File: src/rtl/iova_seq_pkg.sv
// Shared types and default sizing for the variable-attenuator step sequencer.
// Holds the FSM state encoding and the default N_CH / DEPTH / TW constants.
package iova_seq_pkg;

  localparam int IOVA_N_CH  = 4;
  localparam int IOVA_DEPTH = 8;
  localparam int IOVA_TW    = 32;

  // S_ABORT is the one-cycle all-channel clear that follows an abort.
  typedef enum logic [2:0] {
    S_IDLE,
    S_LOAD,
    S_ARM1,
    S_ARM2,
    S_FIRE,
    S_CLEAR,
    S_DONE,
    S_ABORT
  } seq_state_e;

  // States in which the shared delay/duration buses carry the step.
  function automatic logic bus_state(seq_state_e s);
    return (s == S_LOAD) || (s == S_ARM1) || (s == S_ARM2) ||
           (s == S_FIRE) || (s == S_CLEAR);
  endfunction

endpackage

File: src/rtl/iova_seq_table.sv
// Step table: DEPTH entries of {mask, delay, duration}, no reset.
// Ports: i_clk, i_we/i_waddr/i_wdata (sync write), i_raddr/o_rdata (async read).
module iova_seq_table
  import iova_seq_pkg::*;
#(
  parameter int N_CH  = IOVA_N_CH,
  parameter int DEPTH = IOVA_DEPTH,
  parameter int TW    = IOVA_TW
) (
  input  logic                       i_clk,
  input  logic                       i_we,
  input  logic [$clog2(DEPTH)-1:0]   i_waddr,
  input  logic [N_CH+2*TW-1:0]       i_wdata,
  input  logic [$clog2(DEPTH)-1:0]   i_raddr,
  output logic [N_CH+2*TW-1:0]       o_rdata
);

  logic [N_CH+2*TW-1:0] r_mem [DEPTH];

  always_ff @(posedge i_clk) begin
    if (i_we) begin
      r_mem[i_waddr] <= i_wdata;
    end
  end

  assign o_rdata = r_mem[i_raddr];

endmodule

File: src/rtl/io_var_atten_sequencer.sv
// Steps a table of {channel mask, delay, duration} entries through a group
// of attenuator channels: arm (mark), latch, fire (go), wait for complete,
// clear. Ports: clk, rst (async active-low), cfg_* table write, n_steps,
// start/abort, ch_complete in; ch_mark/ch_go/ch_rst, ch_delay/ch_duration,
// busy/done/aborted/wr_err, step_idx out.
// Build option IOVA_SEQ_LOOP_EN adds loop_cnt: the list repeats loop_cnt+1
// times before done.
module io_var_atten_sequencer
  import iova_seq_pkg::*;
#(
  parameter int N_CH  = IOVA_N_CH,
  parameter int DEPTH = IOVA_DEPTH,
  parameter int TW    = IOVA_TW
) (
  input  logic                      clk,
  input  logic                      rst,
  input  logic                      cfg_we,
  input  logic [$clog2(DEPTH)-1:0]  cfg_addr,
  input  logic [N_CH-1:0]           cfg_mask,
  input  logic [TW-1:0]             cfg_delay,
  input  logic [TW-1:0]             cfg_duration,
  input  logic [$clog2(DEPTH):0]    n_steps,
  input  logic                      start,
  input  logic                      abort,
`ifdef IOVA_SEQ_LOOP_EN
  input  logic [15:0]               loop_cnt,
`endif
  input  logic [N_CH-1:0]           ch_complete,
  output logic [N_CH-1:0]           ch_mark,
  output logic [N_CH-1:0]           ch_go,
  output logic [N_CH-1:0]           ch_rst,
  output logic [TW-1:0]             ch_delay,
  output logic [TW-1:0]             ch_duration,
  output logic                      busy,
  output logic                      done,
  output logic                      aborted,
  output logic                      wr_err,
  output logic [$clog2(DEPTH)-1:0]  step_idx
);

  localparam int AW = $clog2(DEPTH);
  localparam int DW = N_CH + 2*TW;
  localparam logic [AW:0] LP_DEPTH = (AW+1)'(DEPTH);
  localparam logic [AW:0] LP_ONE   = (AW+1)'(1);

  seq_state_e      r_state;
  logic [AW-1:0]   r_step_idx;
  logic [AW:0]     r_nsteps;
  logic [N_CH-1:0] r_ch_mark;
  logic [N_CH-1:0] r_ch_go;
  logic [N_CH-1:0] r_ch_rst;
  logic            r_done;
  logic            r_aborted;
  logic            r_wr_err;
`ifdef IOVA_SEQ_LOOP_EN
  logic [15:0]     r_loop_left;
`endif

  logic            w_busy;
  logic            w_tbl_we;
  logic [DW-1:0]   w_wdata;
  logic [DW-1:0]   w_rdata;
  logic [N_CH-1:0] w_mask;
  logic [TW-1:0]   w_dly;
  logic [TW-1:0]   w_dur;
  logic [AW:0]     w_nsteps;
  logic [AW:0]     w_idx_inc;
  logic            w_last;
  logic            w_all_cpl;

  assign w_busy   = (r_state != S_IDLE);
  // The table is frozen for the whole run.
  assign w_tbl_we = cfg_we & ~w_busy;
  assign w_wdata  = {cfg_mask, cfg_delay, cfg_duration};

  iova_seq_table #(
    .N_CH  (N_CH),
    .DEPTH (DEPTH),
    .TW    (TW)
  ) u_table (
    .i_clk   (clk),
    .i_we    (w_tbl_we),
    .i_waddr (cfg_addr),
    .i_wdata (w_wdata),
    .i_raddr (r_step_idx),
    .o_rdata (w_rdata)
  );

  assign w_mask = w_rdata[DW-1 -: N_CH];
  assign w_dly  = w_rdata[2*TW-1 -: TW];
  assign w_dur  = w_rdata[TW-1:0];

  assign w_nsteps  = (n_steps > LP_DEPTH) ? LP_DEPTH : n_steps;
  assign w_idx_inc = {1'b0, r_step_idx} + LP_ONE;
  assign w_last    = (w_idx_inc >= r_nsteps);
  // Only the channels this step fired have to report.
  assign w_all_cpl = ((ch_complete & w_mask) == w_mask);

  always_ff @(posedge clk or negedge rst) begin
    if (!rst) begin
      r_state    <= S_IDLE;
      r_step_idx <= '0;
      r_nsteps   <= '0;
      r_ch_mark  <= '0;
      r_ch_go    <= '0;
      r_ch_rst   <= '0;
      r_done     <= 1'b0;
      r_aborted  <= 1'b0;
      r_wr_err   <= 1'b0;
`ifdef IOVA_SEQ_LOOP_EN
      r_loop_left <= '0;
`endif
    end else begin
      r_wr_err <= cfg_we & w_busy;
      if (w_busy && abort) begin
        r_state   <= S_ABORT;
        r_ch_mark <= '0;
        r_ch_go   <= '0;
        r_ch_rst  <= '1;
        r_done    <= 1'b0;
        r_aborted <= 1'b1;
      end else begin
        unique case (r_state)
          S_IDLE: begin
            if (start) begin
              r_aborted <= 1'b0;
              r_nsteps  <= w_nsteps;
`ifdef IOVA_SEQ_LOOP_EN
              r_loop_left <= loop_cnt;
`endif
              if (n_steps == '0) begin
                r_state <= S_DONE;
                r_done  <= 1'b1;
              end else begin
                r_step_idx <= '0;
                r_state    <= S_LOAD;
              end
            end
          end
          S_LOAD: begin
            if (w_mask == '0) begin
              r_state <= S_CLEAR;
            end else begin
              r_state   <= S_ARM1;
              r_ch_mark <= w_mask;
            end
          end
          S_ARM1: begin
            r_state <= S_ARM2;
          end
          S_ARM2: begin
            r_state <= S_FIRE;
            r_ch_go <= w_mask;
          end
          S_FIRE: begin
            if (w_all_cpl) begin
              r_state   <= S_CLEAR;
              r_ch_mark <= '0;
              r_ch_go   <= '0;
              r_ch_rst  <= w_mask;
            end
          end
          S_CLEAR: begin
            r_ch_rst <= '0;
            if (!w_last) begin
              r_step_idx <= w_idx_inc[AW-1:0];
              r_state    <= S_LOAD;
            end else begin
`ifdef IOVA_SEQ_LOOP_EN
              if (r_loop_left != '0) begin
                r_loop_left <= r_loop_left - 16'd1;
                r_step_idx  <= '0;
                r_state     <= S_LOAD;
              end else begin
                r_step_idx <= w_idx_inc[AW-1:0];
                r_state    <= S_DONE;
                r_done     <= 1'b1;
              end
`else
              r_step_idx <= w_idx_inc[AW-1:0];
              r_state    <= S_DONE;
              r_done     <= 1'b1;
`endif
            end
          end
          S_DONE: begin
            r_done  <= 1'b0;
            r_state <= S_IDLE;
          end
          S_ABORT: begin
            r_ch_rst <= '0;
            r_state  <= S_IDLE;
          end
          default: begin
            r_state <= S_IDLE;
          end
        endcase
      end
    end
  end

  assign ch_mark     = r_ch_mark;
  assign ch_go       = r_ch_go;
  assign ch_rst      = r_ch_rst;
  assign ch_delay    = bus_state(r_state) ? w_dly : '0;
  assign ch_duration = bus_state(r_state) ? w_dur : '0;
  assign busy        = w_busy;
  assign done        = r_done;
  assign aborted     = r_aborted;
  assign wr_err      = r_wr_err;
  assign step_idx    = r_step_idx;

endmodule

File: config.mk
export PLATFORM = sky130hd
export DESIGN_NAME = io_var_atten_sequencer
export DESIGN_NICKNAME = d
export VERILOG_FILES = /design/src/rtl/iova_seq_pkg.sv /design/src/rtl/iova_seq_table.sv /design/src/rtl/io_var_atten_sequencer.sv
export SDC_FILE = /design/constraint.sdc
export NUM_CORES = 1
export LEC_CHECK = 0
export BUFFER_PORTS_ARGS = -buffer_cell sky130_fd_sc_hd__buf_2
export CAP_MARGIN = 5
export CELL_PAD_IN_SITES_DETAIL_PLACEMENT = 1
export CELL_PAD_IN_SITES_GLOBAL_PLACEMENT = 2
export CORE_MARGIN = 2
export CORE_UTILIZATION = 45
export DETAILED_ROUTE_END_ITERATION = 10
export PLACE_DENSITY_LB_ADDON = 0.25
export SKIP_CTS_REPAIR_TIMING = 1
export SLEW_MARGIN = 25
export SYNTH_ARGS = -nofsm -noshare
export SYNTH_HDL_FRONTEND = slang
export SYNTH_SLANG_ARGS = --single-unit
File: constraint.sdc
create_clock -name clk -period 7.11 [get_ports clk]
set_clock_uncertainty 0.1 [all_clocks]
set_input_delay 0.711 -clock clk [delete_from_list [all_inputs] [get_ports clk]]
set_output_delay 0.711 -clock clk [all_outputs]
set_load 0.02 [all_outputs]
==> qor.csv <==
metric,value,unit
status,"complete, but fails checks",
violations,hold timing,
grt_pass1_wl,73000,microns
cts_buffers,59,
ys_async_sr_fraction,4.39,%
stdcell_count,1908,
r2r-end,u_table.r_mem[5][60],
synth.most_common_cell,edfxtp_1,
hold_ws,-1.23,ps
start_util,45.3,%
critPathKind,reg2out,
grt.total_usage,19.5,%
cts.reportedPaths.clkPinSlew,60,ps
r2r_start,r_state[1],
cts_max_level,2,
die_area,50800,sq um
slew_violations,0,
multi_input_area,4900,sq um
finalHoldViolCount,3,
routedWlPerCell,25.5,microns
rows,81,
synthTopCellsByArea,"edfxtp_1, mux4_2, mux2i_1",
postRouteAntennaNets,0,
synth_edf_count,544,
peakVddDrop,0.207,mV
core_area,48600,sq um
route.detailed.drc,0,
cellLeakagePower,0.00841,uW
die_y,225,microns
fp.dieW,225,microns
path_max_fanout,37,
drive_gt1_share,33.6,%
slowest_stage,dfrtp_4,
synthTopCellsByCount,"edfxtp_1, mux4_2, nor2_1",
regToRegSetupSlack,3470,ps
fin_util,52.7,%
dpl.hpwl,26800,microns
clockBufferDepth,3,
antenna_found_initial,7,
netlist_area,22000,sq um
syn_nets,1125,
dp_cells,1795,
viasPerCell,5.59,
cts_sinks,569,
fill_cells,4353,
required,6300,ps
fin_ws,2880,ps
grt_pass1_vias,11500,
ys_ff_latch,569,
syn2layout_area_growth,16.3,%
ys_seq_area_share,76.9,%
worst_setup_path_start_kind,flop,
io_pins,167,
clk_latency,610,ps
firstDrtPassIters,5,
cp_slowest_stage_delay,850,ps
fmax,236,MHz
ys_warn_count,0,
seqCellArea,17000,sq um
cp.arrival,3420,ps
grt_max_degree,83,
endpoint_kind,primary output,
r2r_cells,5,
netlist.top_cell.by_area,edfxtp_1,
cts_tree,done,
hp-class,in2async,
synthCells,1036,
gp_congestion,0.732,
clock-root-buffer,clkbuf_16,
io_buffers,166,
post-route-period-util,59.5,%
synth_top_cell_area_share,74.1,%
wl,48600,microns
layout_min_cycle_time,4230,ps
drtIter0Drc,651,
relSlewSlack,37.9,%
endpoint,ch_duration[3],
finalSetupViolCount,0,
cp_cell_sequence,"buf_4, mux4_2, mux2i_1, nor2_1, buf_2",
worstSetupStartpoint,step_idx[0],
overflow,0,
synth.distinct_cells,51,
grt_setup_unrepaired,false,
avgSynthCellArea,21.3,sq um
maxCapViolCount,0,
fin_nets,1323,
finalSetupTns,0,ps
powerDensity,384,nW/um^2
worstMarginPinSlew,931,ps
vias,10700,
preCtsSetupSlack,3430,ps
synth_flop_cell,edfxtp_1,
-- logic make-up after synthesis --
group	share of synthesized area (%)
AOI/OAI and AO/OA	2.00
xor gates and xnor gates	0.0397
adders and majority gates	0.284
buffers and inverters	1.11
DFF	76.9
muxes	16.9
and+or+nand+nor	2.76
-- worst min-delay path by stage --
stage	endpoint	slack, ps
final	ch_go[2]	-1
after global routing	ch_go[2]	40
after CTS	ch_rst[2]	-2
after detailed placement	ch_go[2]	380
after global placement	r_nsteps[1]	380
after floorplan	aborted	320
-- power by group --
part | switching [uW] | internal, uW
clock | 1260 | 1830
combinational | 1630 | 1160
sequential | 187 | 3770
total | 3080 | 6760
-- layout by cell type (no fill, tap or decap), types with 4 or more instances in the layout --
cell type and instances:
nand3b_1 6, clkinv_1 12, buf_4 19, o22a_1 7, o21ai_0 8, clkbuf_1 10, mux2_2 7, bufinv_16 8
a22o_1 4, a21oi_1 10, buf_2 166, nor2_4 6, edfxtp_1 544, dfrtp_1 22, nor2_1 82, diode_2 4
nand2_1 20, ha_1 5, nand2b_1 7, inv_1 5, clkinv_2 11, mux2i_1 72, o2bb2ai_1 4, clkbuf_16 60
mux4_2 128
-- critical path, delay by kind of cell, from the launching register on --
kind,cells,cell delay [ps]
simple gates,1,80
mux,2,930
flops,1,850
buf+inv,2,900
-- layer usage --
metal,vias up,track usage [%],routed length [microns]
met5,-,0,41
met2,210,31.9,24100
met4,6,6.64,1180
met3,78,3.08,1750
met1,5707,27.0,21500
li1,4658,-,-
-- registers in the layout, indices dropped and copies added, names as in the netlist --
name / count
aborted: 1
ch_go: 4
ch_mark: 4
ch_rst: 4
done: 1
r_nsteps: 4
r_state: 3
step_idx: 3
u_table.r_mem: 544
wr_err: 1
-- final cells by class --
class | count | area share [%]
sequential | 569 | 66.2
multi-input combinational | 412 | 19.1
clock buffer | 70 | 6.01
timing repair buffer | 186 | 3.88
tap | 622 | 3.04
clock inverter | 39 | 1.62
inverter | 6 | 0.0879
antenna | 4 | 0.0391
-- metrics by stage --
step	power [uW]	instance area [sq um]
2_1_floorplan	5990	22000
3_3_place_gp	6850	23700
3_5_place_dp	6880	23700
4_1_cts	9980	25600
5_1_grt	10300	25600
6_report	9840	25600
No activity file was read; power rests on OpenSTA's default activity.
